**src/rtl/coherence_bus_arbiter_pkg.sv**
```systemverilog
// Shared types for the MSI snoop-bus arbiter: bus operations, arbiter states,
// data-select encodings and the per-CPU operation priority helper.
package coherence_bus_arbiter_pkg;

    typedef enum logic [2:0] {
        OP_NONE,
        OP_RD,
        OP_WR,
        OP_INV,
        OP_EVICT
    } bus_op_t;

    typedef enum logic [2:0] {
        ST_IDLE,
        ST_SNOOP,
        ST_XFER,
        ST_MEM,
        ST_DONE
    } arb_state_t;

    localparam logic [1:0] DSEL_MEM  = 2'b00;
    localparam logic [1:0] DSEL_CPU  = 2'b01;
    localparam logic [1:0] DSEL_IDLE = 2'b11;

    // A CPU may raise several requests at once; a dirty evict must leave
    // before the line is refilled, and a write miss subsumes a read miss.
    function automatic bus_op_t pick_op(input logic rd, input logic wr,
                                        input logic inv, input logic ev);
        bus_op_t op;
        op = OP_NONE;
        if (ev)
            op = OP_EVICT;
        else if (wr)
            op = OP_WR;
        else if (rd)
            op = OP_RD;
        else if (inv)
            op = OP_INV;
        return op;
    endfunction

endpackage

```
**src/rtl/coherence_bus_arbiter_rr_pick2.sv**
```systemverilog
// Two-way round-robin picker: the requester at ptr wins, otherwise the other one.
module rr_pick2 (
    input  logic [1:0] req,
    input  logic       ptr,
    output logic [1:0] gnt
);

    logic other;

    assign other = ~ptr;

    // Prefer the CPU the pointer names, fall back to the other CPU.
    always_comb begin
        gnt = 2'b00;
        if (req[ptr])
            gnt[ptr] = 1'b1;
        else if (req[other])
            gnt[other] = 1'b1;
    end

endmodule

```
**src/rtl/coherence_bus_arbiter.sv**
```systemverilog
// Snoop-bus / unified-memory arbiter for two MSI data caches.
// Optional performance counters are enabled with `define COH_BUS_PERF_EN.
module coherence_bus_arbiter
    import coherence_bus_arbiter_pkg::*;
#(
    parameter int ADDR_W  = 13,
    parameter int DATA_W  = 16,
    parameter int TMO_CYC = 64
) (
    input  logic                   clk,
    input  logic                   rst_n,
    input  logic [1:0]             rd_miss,
    input  logic [1:0]             wr_miss,
    input  logic [1:0]             inval_req,
    input  logic [1:0]             evict_req,
    input  logic [1:0][ADDR_W-1:0] bico,
    input  logic [1:0]             search_found,
    input  logic [1:0][DATA_W-1:0] snoop_data,
    input  logic                   u_rdy,
    output logic [1:0]             grant,
    output logic [1:0]             cpu_search,
    output logic [ADDR_W-1:0]      boci,
    output logic [DATA_W-1:0]      bus_data,
    output logic [1:0][1:0]        cpu_datasel,
    output logic [1:0]             dmem_perm,
    output logic [1:0]             inval_out,
    output logic                   busy,
    output logic                   tmo_err
`ifdef COH_BUS_PERF_EN
    ,
    output logic [15:0]            perf_txn,
    output logic [15:0]            perf_c2c
`endif
);

    localparam int              CNT_W    = (TMO_CYC > 1) ? $clog2(TMO_CYC) : 1;
    localparam logic [CNT_W-1:0] TMO_LAST = CNT_W'(TMO_CYC - 1);

    arb_state_t       state;
    arb_state_t       state_n;
    bus_op_t          cur_op;
    bus_op_t          win_op;
    logic             cur_cpu;
    logic             other_cpu;
    logic             win_cpu;
    logic             rr_ptr;
    logic [1:0]       req_any;
    logic [1:0]       pick_gnt;
    logic [CNT_W-1:0] tmo_cnt;
    logic             tmo_hit;

    assign req_any   = rd_miss | wr_miss | inval_req | evict_req;
    assign win_cpu   = pick_gnt[1];
    assign win_op    = pick_op(rd_miss[win_cpu], wr_miss[win_cpu],
                               inval_req[win_cpu], evict_req[win_cpu]);
    assign other_cpu = ~cur_cpu;
    assign tmo_hit   = (tmo_cnt == TMO_LAST) && !u_rdy;

    rr_pick2 u_pick (
        .req (req_any),
        .ptr (rr_ptr),
        .gnt (pick_gnt)
    );

    // State register; an asynchronous reset abandons any transaction in flight.
    always_ff @(posedge clk or negedge rst_n) begin
        if (!rst_n)
            state <= ST_IDLE;
        else
            state <= state_n;
    end

    // Next-state decode and the bus strobes, all driven from the current state.
    always_comb begin
        state_n     = state;
        grant       = 2'b00;
        cpu_search  = 2'b00;
        inval_out   = 2'b00;
        dmem_perm   = 2'b00;
        cpu_datasel = {DSEL_IDLE, DSEL_IDLE};
        busy        = (state != ST_IDLE);
        case (state)
            ST_IDLE: begin
                if (|pick_gnt)
                    state_n = (win_op == OP_EVICT) ? ST_MEM : ST_SNOOP;
            end
            ST_SNOOP: begin
                cpu_search[other_cpu] = 1'b1;
                if (cur_op == OP_INV || cur_op == OP_WR)
                    inval_out[other_cpu] = 1'b1;
                if (cur_op == OP_INV)
                    state_n = ST_DONE;
                else if (search_found[other_cpu])
                    state_n = ST_XFER;
                else
                    state_n = ST_MEM;
            end
            ST_XFER: begin
                cpu_datasel[cur_cpu] = DSEL_CPU;
                state_n = ST_DONE;
            end
            ST_MEM: begin
                dmem_perm[cur_cpu]   = 1'b1;
                cpu_datasel[cur_cpu] = (cur_op == OP_EVICT) ? DSEL_IDLE : DSEL_MEM;
                if (u_rdy || tmo_hit)
                    state_n = ST_DONE;
            end
            ST_DONE: begin
                grant[cur_cpu] = 1'b1;
                state_n = ST_IDLE;
            end
            default: state_n = ST_IDLE;
        endcase
    end

    // Transaction context: winner, address, snooped word, fairness pointer and memory timeout.
    always_ff @(posedge clk or negedge rst_n) begin
        if (!rst_n) begin
            cur_cpu  <= 1'b0;
            cur_op   <= OP_NONE;
            boci     <= '0;
            bus_data <= '0;
            rr_ptr   <= 1'b0;
            tmo_cnt  <= '0;
            tmo_err  <= 1'b0;
        end else begin
            if (state != ST_MEM)
                tmo_cnt <= '0;
            case (state)
                ST_IDLE: begin
                    if (|pick_gnt) begin
                        cur_cpu <= win_cpu;
                        cur_op  <= win_op;
                        boci    <= bico[win_cpu];
                    end
                end
                ST_SNOOP: begin
                    if (cur_op != OP_INV && search_found[other_cpu])
                        bus_data <= snoop_data[other_cpu];
                end
                ST_MEM: begin
                    if (!u_rdy) begin
                        if (tmo_cnt == TMO_LAST)
                            tmo_err <= 1'b1;
                        else
                            tmo_cnt <= tmo_cnt + 1'b1;
                    end
                end
                ST_DONE: rr_ptr <= other_cpu;
                default: ;
            endcase
        end
    end

`ifdef COH_BUS_PERF_EN
    // Saturating counts of completed transactions and cache-to-cache transfers.
    always_ff @(posedge clk or negedge rst_n) begin
        if (!rst_n) begin
            perf_txn <= '0;
            perf_c2c <= '0;
        end else begin
            if (state == ST_DONE && perf_txn != 16'hFFFF)
                perf_txn <= perf_txn + 16'd1;
            if (state == ST_XFER && perf_c2c != 16'hFFFF)
                perf_c2c <= perf_c2c + 16'd1;
        end
    end
`endif

endmodule
```
**config.mk**
```make
export PLATFORM = sky130hd
export DESIGN_NAME = coherence_bus_arbiter
export DESIGN_NICKNAME = d
export VERILOG_FILES = /design/src/rtl/coherence_bus_arbiter_pkg.sv /design/src/rtl/coherence_bus_arbiter_rr_pick2.sv /design/src/rtl/coherence_bus_arbiter.sv
export SDC_FILE = /design/constraint.sdc
export NUM_CORES = 1
export LEC_CHECK = 0
export ABC_CLOCK_PERIOD_IN_PS = 1800
export CAP_MARGIN = 20
export CORE_UTILIZATION = 36
export CTS_CLUSTER_SIZE = 12
export DETAILED_ROUTE_END_ITERATION = 16
export PLACE_DENSITY = 0.76
export RECOVER_POWER = 100
export SYNTH_ARGS = -nofsm -noshare
export SYNTH_HDL_FRONTEND = slang
export SYNTH_SLANG_ARGS = --single-unit
export TNS_END_PERCENT = 50
```
**constraint.sdc**
```tcl
create_clock -name clk -period 1.8 [get_ports clk]
set_input_delay 0.27 -clock clk [delete_from_list [all_inputs] [get_ports clk]]
set_output_delay 0.27 -clock clk [all_outputs]
set_load 0.03 [all_outputs]
```
-- Word level (Yosys, flattened, before mapping)
Cells that the tools add are included.
- register bits: 44
- latch bits: 0
- bits in writable memories: 0
- ROM bits: 0
- input bits: 71
- output and inout bits: 43
- memories kept: 0
- add/subtract/negate cells: 1
- $mul: 0
- div/mod/pow operators: 0
- magnitude comparators: 9
- eq/ne operators: 13
- shifts and indexed selects: 0
- muxes and demuxes: 51
- bitwise gates (word level): 8
- reduce and logical (&&, ||, !) cells: 16
- operators by type and width (kind ; number):
    2-to-1 mux 16 bit ; 2
    2-to-1 mux 13 bit ; 2
    2-to-1 mux 2 bit ; 12
    2-to-1 mux 6 bit ; 4
    2-to-1 mux 1 bit ; 19
    2-to-1 mux 3 bit ; 5
    == test 3 x 2 -> 1 bit (second input constant) ; 4
    one-hot mux 3 bit (4 select lines) ; 1
    less-than comparator 1 x 2 -> 1 bit (second input constant) ; 5
    == test 3 bit (second input constant) ; 3
    one-hot mux 4 bit (2 select lines) ; 1
    adder 6 x 1 -> 6 bit (second input constant) ; 1
    == test 6 bit (second input constant) ; 1
    logical AND 1 bit ; 6
    inequality test 3 x 2 -> 1 bit (second input constant) ; 2
    OR 2 bit ; 3
    AND reduction 2 bit ; 3
    demux 1 bit (select 1 bit) ; 4
    greater-or-equal comparator 1 bit (second input constant) ; 4
    inequality test 2 bit (second input constant) ; 2
    inverter 4 bit ; 1
    OR 4 bit ; 1
    == test 3 x 1 -> 1 bit (second input constant) ; 1
    zero test 3 bit ; 1
    other kinds (7) ; 10

-- Logic depth before layout (Yosys ltp)
- depth after elaboration: 17
- depth in mapped cells: 6

-- By module
From an unflattened synthesis, not the netlist that was laid out.
- cells, all modules: 219
- area, all modules: 2339.7 um2
- modules (own cells, without submodules) (module ; instances ; cells each ; area each (um2)):
    coherence_bus_arbiter ; 1 ; 216 ; 2321.0
    rr_pick2 ; 1 ; 3 ; 18.8

-- Worst setup path after synthesis
Ideal clock, no wire load.
- kind: register -> register
- start: register state[1]
- end: register boci[0]
- setup time: 0.135 ns
- arrival: 1.625 ns
- data required time: 1.665 ns
- path slack: 0.040 ns
- cell stages (with the launch flop): 7
- path buffers: 2
- period minus slack after synthesis: 1.760 ns
- cell sequence: dfrtp_1 > or3_1 > clkbuf_1 > a21o_1 > clkbuf_1 > nand2_1 > o21ai_0
- word-level cells in the longest chain between the ends: 2
- ends and longest elaborated chain (element ; RTL line ; RTL):
    start: declaration ; coherence_bus_arbiter.sv:39 ; arb_state_t state;
    start signal: assignment ; coherence_bus_arbiter.sv:70 ; state <= state_n;
    zero test 3 bit ; coherence_bus_arbiter.sv:129 ; case (state)
    AND reduction 2 bit (no source line) ; -- ;
    end signal: assignment ; coherence_bus_arbiter.sv:134 ; boci <= bico[win_cpu];
    end: declaration ; coherence_bus_arbiter.sv:22 ; output logic [ADDR_W-1:0] boci,
Every way passes these cells.
A chain may end at the register's enable or synchronous reset.

-- Worst setup path in the final report
- start: register state[1]
- end: output port cpu_search[1]
- word-level cells in the longest chain between the ends: 2
- ends and longest elaborated chain (element ; RTL line ; RTL):
    == test 3 x 1 -> 1 bit ; coherence_bus_arbiter.sv:82 ; case (state)
    2-to-1 mux 2 bit ; coherence_bus_arbiter.sv:82 ;
    end: declaration ; coherence_bus_arbiter.sv:21 ; output logic [1:0] cpu_search,
Every way passes these cells.

==> metrics.md <==
| Metric | Value |
|---|---|
| Fillers | 514 |
| Worst setup EP type | output port |
| Worst-Margin Slew | 0.619 ns |
| Outcome | completed |
| Multi-input gate area | 0.00111 sq mm |
| Drt wl/cell | 13.8 microns |
| Reg-to-Reg End | cur_op[1] |
| Syn avg cell area | 11.1 sq um |
| Final setup vio count | 0 |
| R2R Setup Slk | 0.05 ns |
| PnR worst setup slack | 0.0444 ns |
| Largest net degree at the start of global routing | 29 |
| P_int | 3.46 mW |
| H-tree Lvls | 2 |
| Clock Power Share | 10.7% |
| Synth async-reset ratio | 100% |
| Crit path DAT | 1.49 ns |
| Layout area overhead | 65.0% |
| Hold depth | 1 |
| CORE AREA | 0.00603 sq mm |
| Sequential share of power | 29.0% |
| I/O Buffers | 113 |
| Vias/cell | 5.01 |
| Final max-slew violation count | 0 |
| ANT cells | 0 |
| Endpoint, Worst Hold | tmo_err |
| Post-Place Worst Slack | -0.239 ns |
| Synth top area share | 48.2% |
| Most frequent cell after synthesis | dfrtp_1 |
| Synth area leaders | dfrtp_1, mux2_2, mux2i_1, nand2_1, o21ai_1 |
| CTS buffer count | 5 |
| Combinational share of power | 60.4% |
| Sink Count | 44 |
| Primary FF master, synth | dfrtp_1 |
| Placed cell area | 0.00364 sq mm |
| Critical path class | reg2out |
| Hold Crit Class | reg2reg |
| Post-layout min period | 1.76 ns |
| Hold wc startpoint | tmo_err |
| Post-Syn Nets | 277 |
| Synth warn | 0 |
| Root Buffer | clkbuf_8 |
| FF+latch count, synth | 44 |
| Starting DRT DRC Count | 57 |
| Headroom to the max-slew limit | 58.7% |
| Die X | 81.6 microns |
| First-pass GRT wire length | 8950 microns |
| Final #Nets | 414 |
| Drt first pass iters | 4 |
| Peak VDD IR | 0.744 mV |
| # DRC | 0 |
| Worst Path Required | 1.53 ns |
| Sw frac | 40.9% |
| Grt ovf | 0 |
| Initial antenna violation count | 0 |
| HPWL after DPL | 4400 microns |
| CP max FO | 6 |
| Total Power | 5.85 mW |
| Synth area leader | dfrtp_1 |
| Final hold vios | 0 |
| Post-DRT Antenna Nets | 0 |
| Final Hold Slack | 0.486 ns |
| TritonCTS clock tree | yes |
| Synth cell count leaders | dfrtp_1, mux2_2, nand2_1 |
| RD Place Congestion | 0.782 |
| Drt total wl | 5790 microns |
| Pleak | 1.67 nW |
| Synthesized area | 0.00228 sq mm |
| Vias in the first global route | 2016 |
| Site Rows | 28 |
| Cells on worst reg2reg path | 5 |
| NetSw | 2.39 mW |
| Clk_lat worst skew | 0.28 ns |
| Fmax | 0.570 GHz |
| Vias after detailed routing | 2093 |
| Ratio of cells with drive above 1 in the final layout | 26.2% |
| Max_cap viols | 0 |
| GR Util All Layers | 17.5% |
| Design Area, Final | 0.00377 sq mm |
| Number of synthesized flops with an enable pin | 0 |
| Clk pin slew, worst setup/hold paths | 0.08 ns |
| Power per standard cell area | 1550 mW/mm^2 |
| Startpoint types | flip-flop |
| FF+latch area | 0.00110 sq mm |
| Die area | 0.00666 sq mm |
| Die height | 81.6 microns |
| Initial Util | 37.9% |
| I/O pins | 114 |
| Final worst-path cycle share | 97.5% |
| Synthesized instance count | 205 |
| Seq/Total Area, Yosys | 48.2% |
| Worst reg2reg startpoint | state[1] |
| Clk buf depth | 2 |
| Cell variety after synth | 41 |
| Skew final | 0.00275 ns |
==> power by group through the flow <==
stage	combinational (mW)	sequential, mW	clock, mW
4_1_cts	3.54	1.68	0.651
6_report	3.53	1.70	0.624
5_1_grt	3.79	1.75	0.686
3_3_place_gp	3.46	1.68	0
3_5_place_dp	3.53	1.69	0
2_1_floorplan	1.44	2.30	0
==> metrics by stage <==
step,std cells,TNS [ns],utilization [%]
2_1_floorplan,205,0,-
5_1_grt,418,-0.0491,62.5
4_1_cts,417,0,62.3
6_report,418,0,62.5
3_3_place_gp,406,-3.04,60.4
3_5_place_dp,406,-3.66,60.4
==> cell type report <==
type                            count  share of cell area (%)
Tap cell                           75                    2.49
Sequential cell                    44                    29.3
Multi-Input combinational cell    144                    29.5
Clock buffer                        8                    2.39
Inverter                            5                   0.498
Timing Repair Buffer              142                    35.8
==> registers in the layout, summed over array words and instances (netlist names) <==
| signal | flops |
|---|---|
| bus_data | 16 |
| boci | 13 |
| tmo_cnt | 6 |
| cur_op | 3 |
| state | 3 |
| cur_cpu | 1 |
| rr_ptr | 1 |
| tmo_err | 1 |
==> worst max path at each step <==
stage	from	end	slack (ns)	cells after the start
after CTS	state[1]	busy	0.0008	2
after global placement	evict_req[1]	cur_op[0]	-0.18	6
after global routing	state[1]	cpu_search[1]	-0.02	3
after detailed placement	evict_req[1]	boci[12]	-0.24	6
final	state[1]	cpu_search[1]	0.04	3
after floorplan	state[1]	boci[0]	0.04	6
==> repair_timing <==
item	in CTS	in global routing
gates resized for setup	12	15
hold buffers	1	0
cloned	0	0
setup endpoints to repair	6	8
hold endpoints to repair	22	0
pin swaps	0	1
setup buffers	2	1
==> worst max-delay path, cell delays in order, from the launching register on <==
cell	delay, ns
dfrtp_2	0.46
nor3b_4	0.28
and2_1	0.17
clkdlybuf4s15_2	0.30
==> per-layer routing <==
layer	GRT usage (%)	share of wire, %	vias to the layer above
li1	-	-	1006
met1	20.5	41	988
met2	31.2	48	92
met3	5.22	9.4	7
met4	4.21	0.93	0
met5	0	0	-
==> layout by cell type (no fill, tap or decap), types with 2 or more instances in the layout <==
master	instances
nor2_1	12
clkbuf_2	3
dfrtp_2	3
o21ai_0	6
clkbuf_8	6
clkdlybuf4s50_1	99
buf_12	3
a311oi_1	2
nor2b_1	2
o21ai_1	9
nor3_1	2
xnor2_1	3
and2_1	2
buf_4	32
dfrtp_1	41
clkbuf_1	2
and3_1	3
inv_1	5
mux2_2	33
a21o_1	3
o221ai_1	2
buf_2	2
a21oi_1	4
nand2_1	23
mux2i_1	16
==> cells by family after synthesis <==
logic type / synth area share [%]
xor gates and xnor gates: 1.15
AOI/OAI and AO/OA: 10.5
muxes: 23.3
DFF: 48.2
adders and majority gates: 0.548
buffers and inverters: 4.00
and+or+nand+nor: 12.3
(Power assumes the default switching activity.)
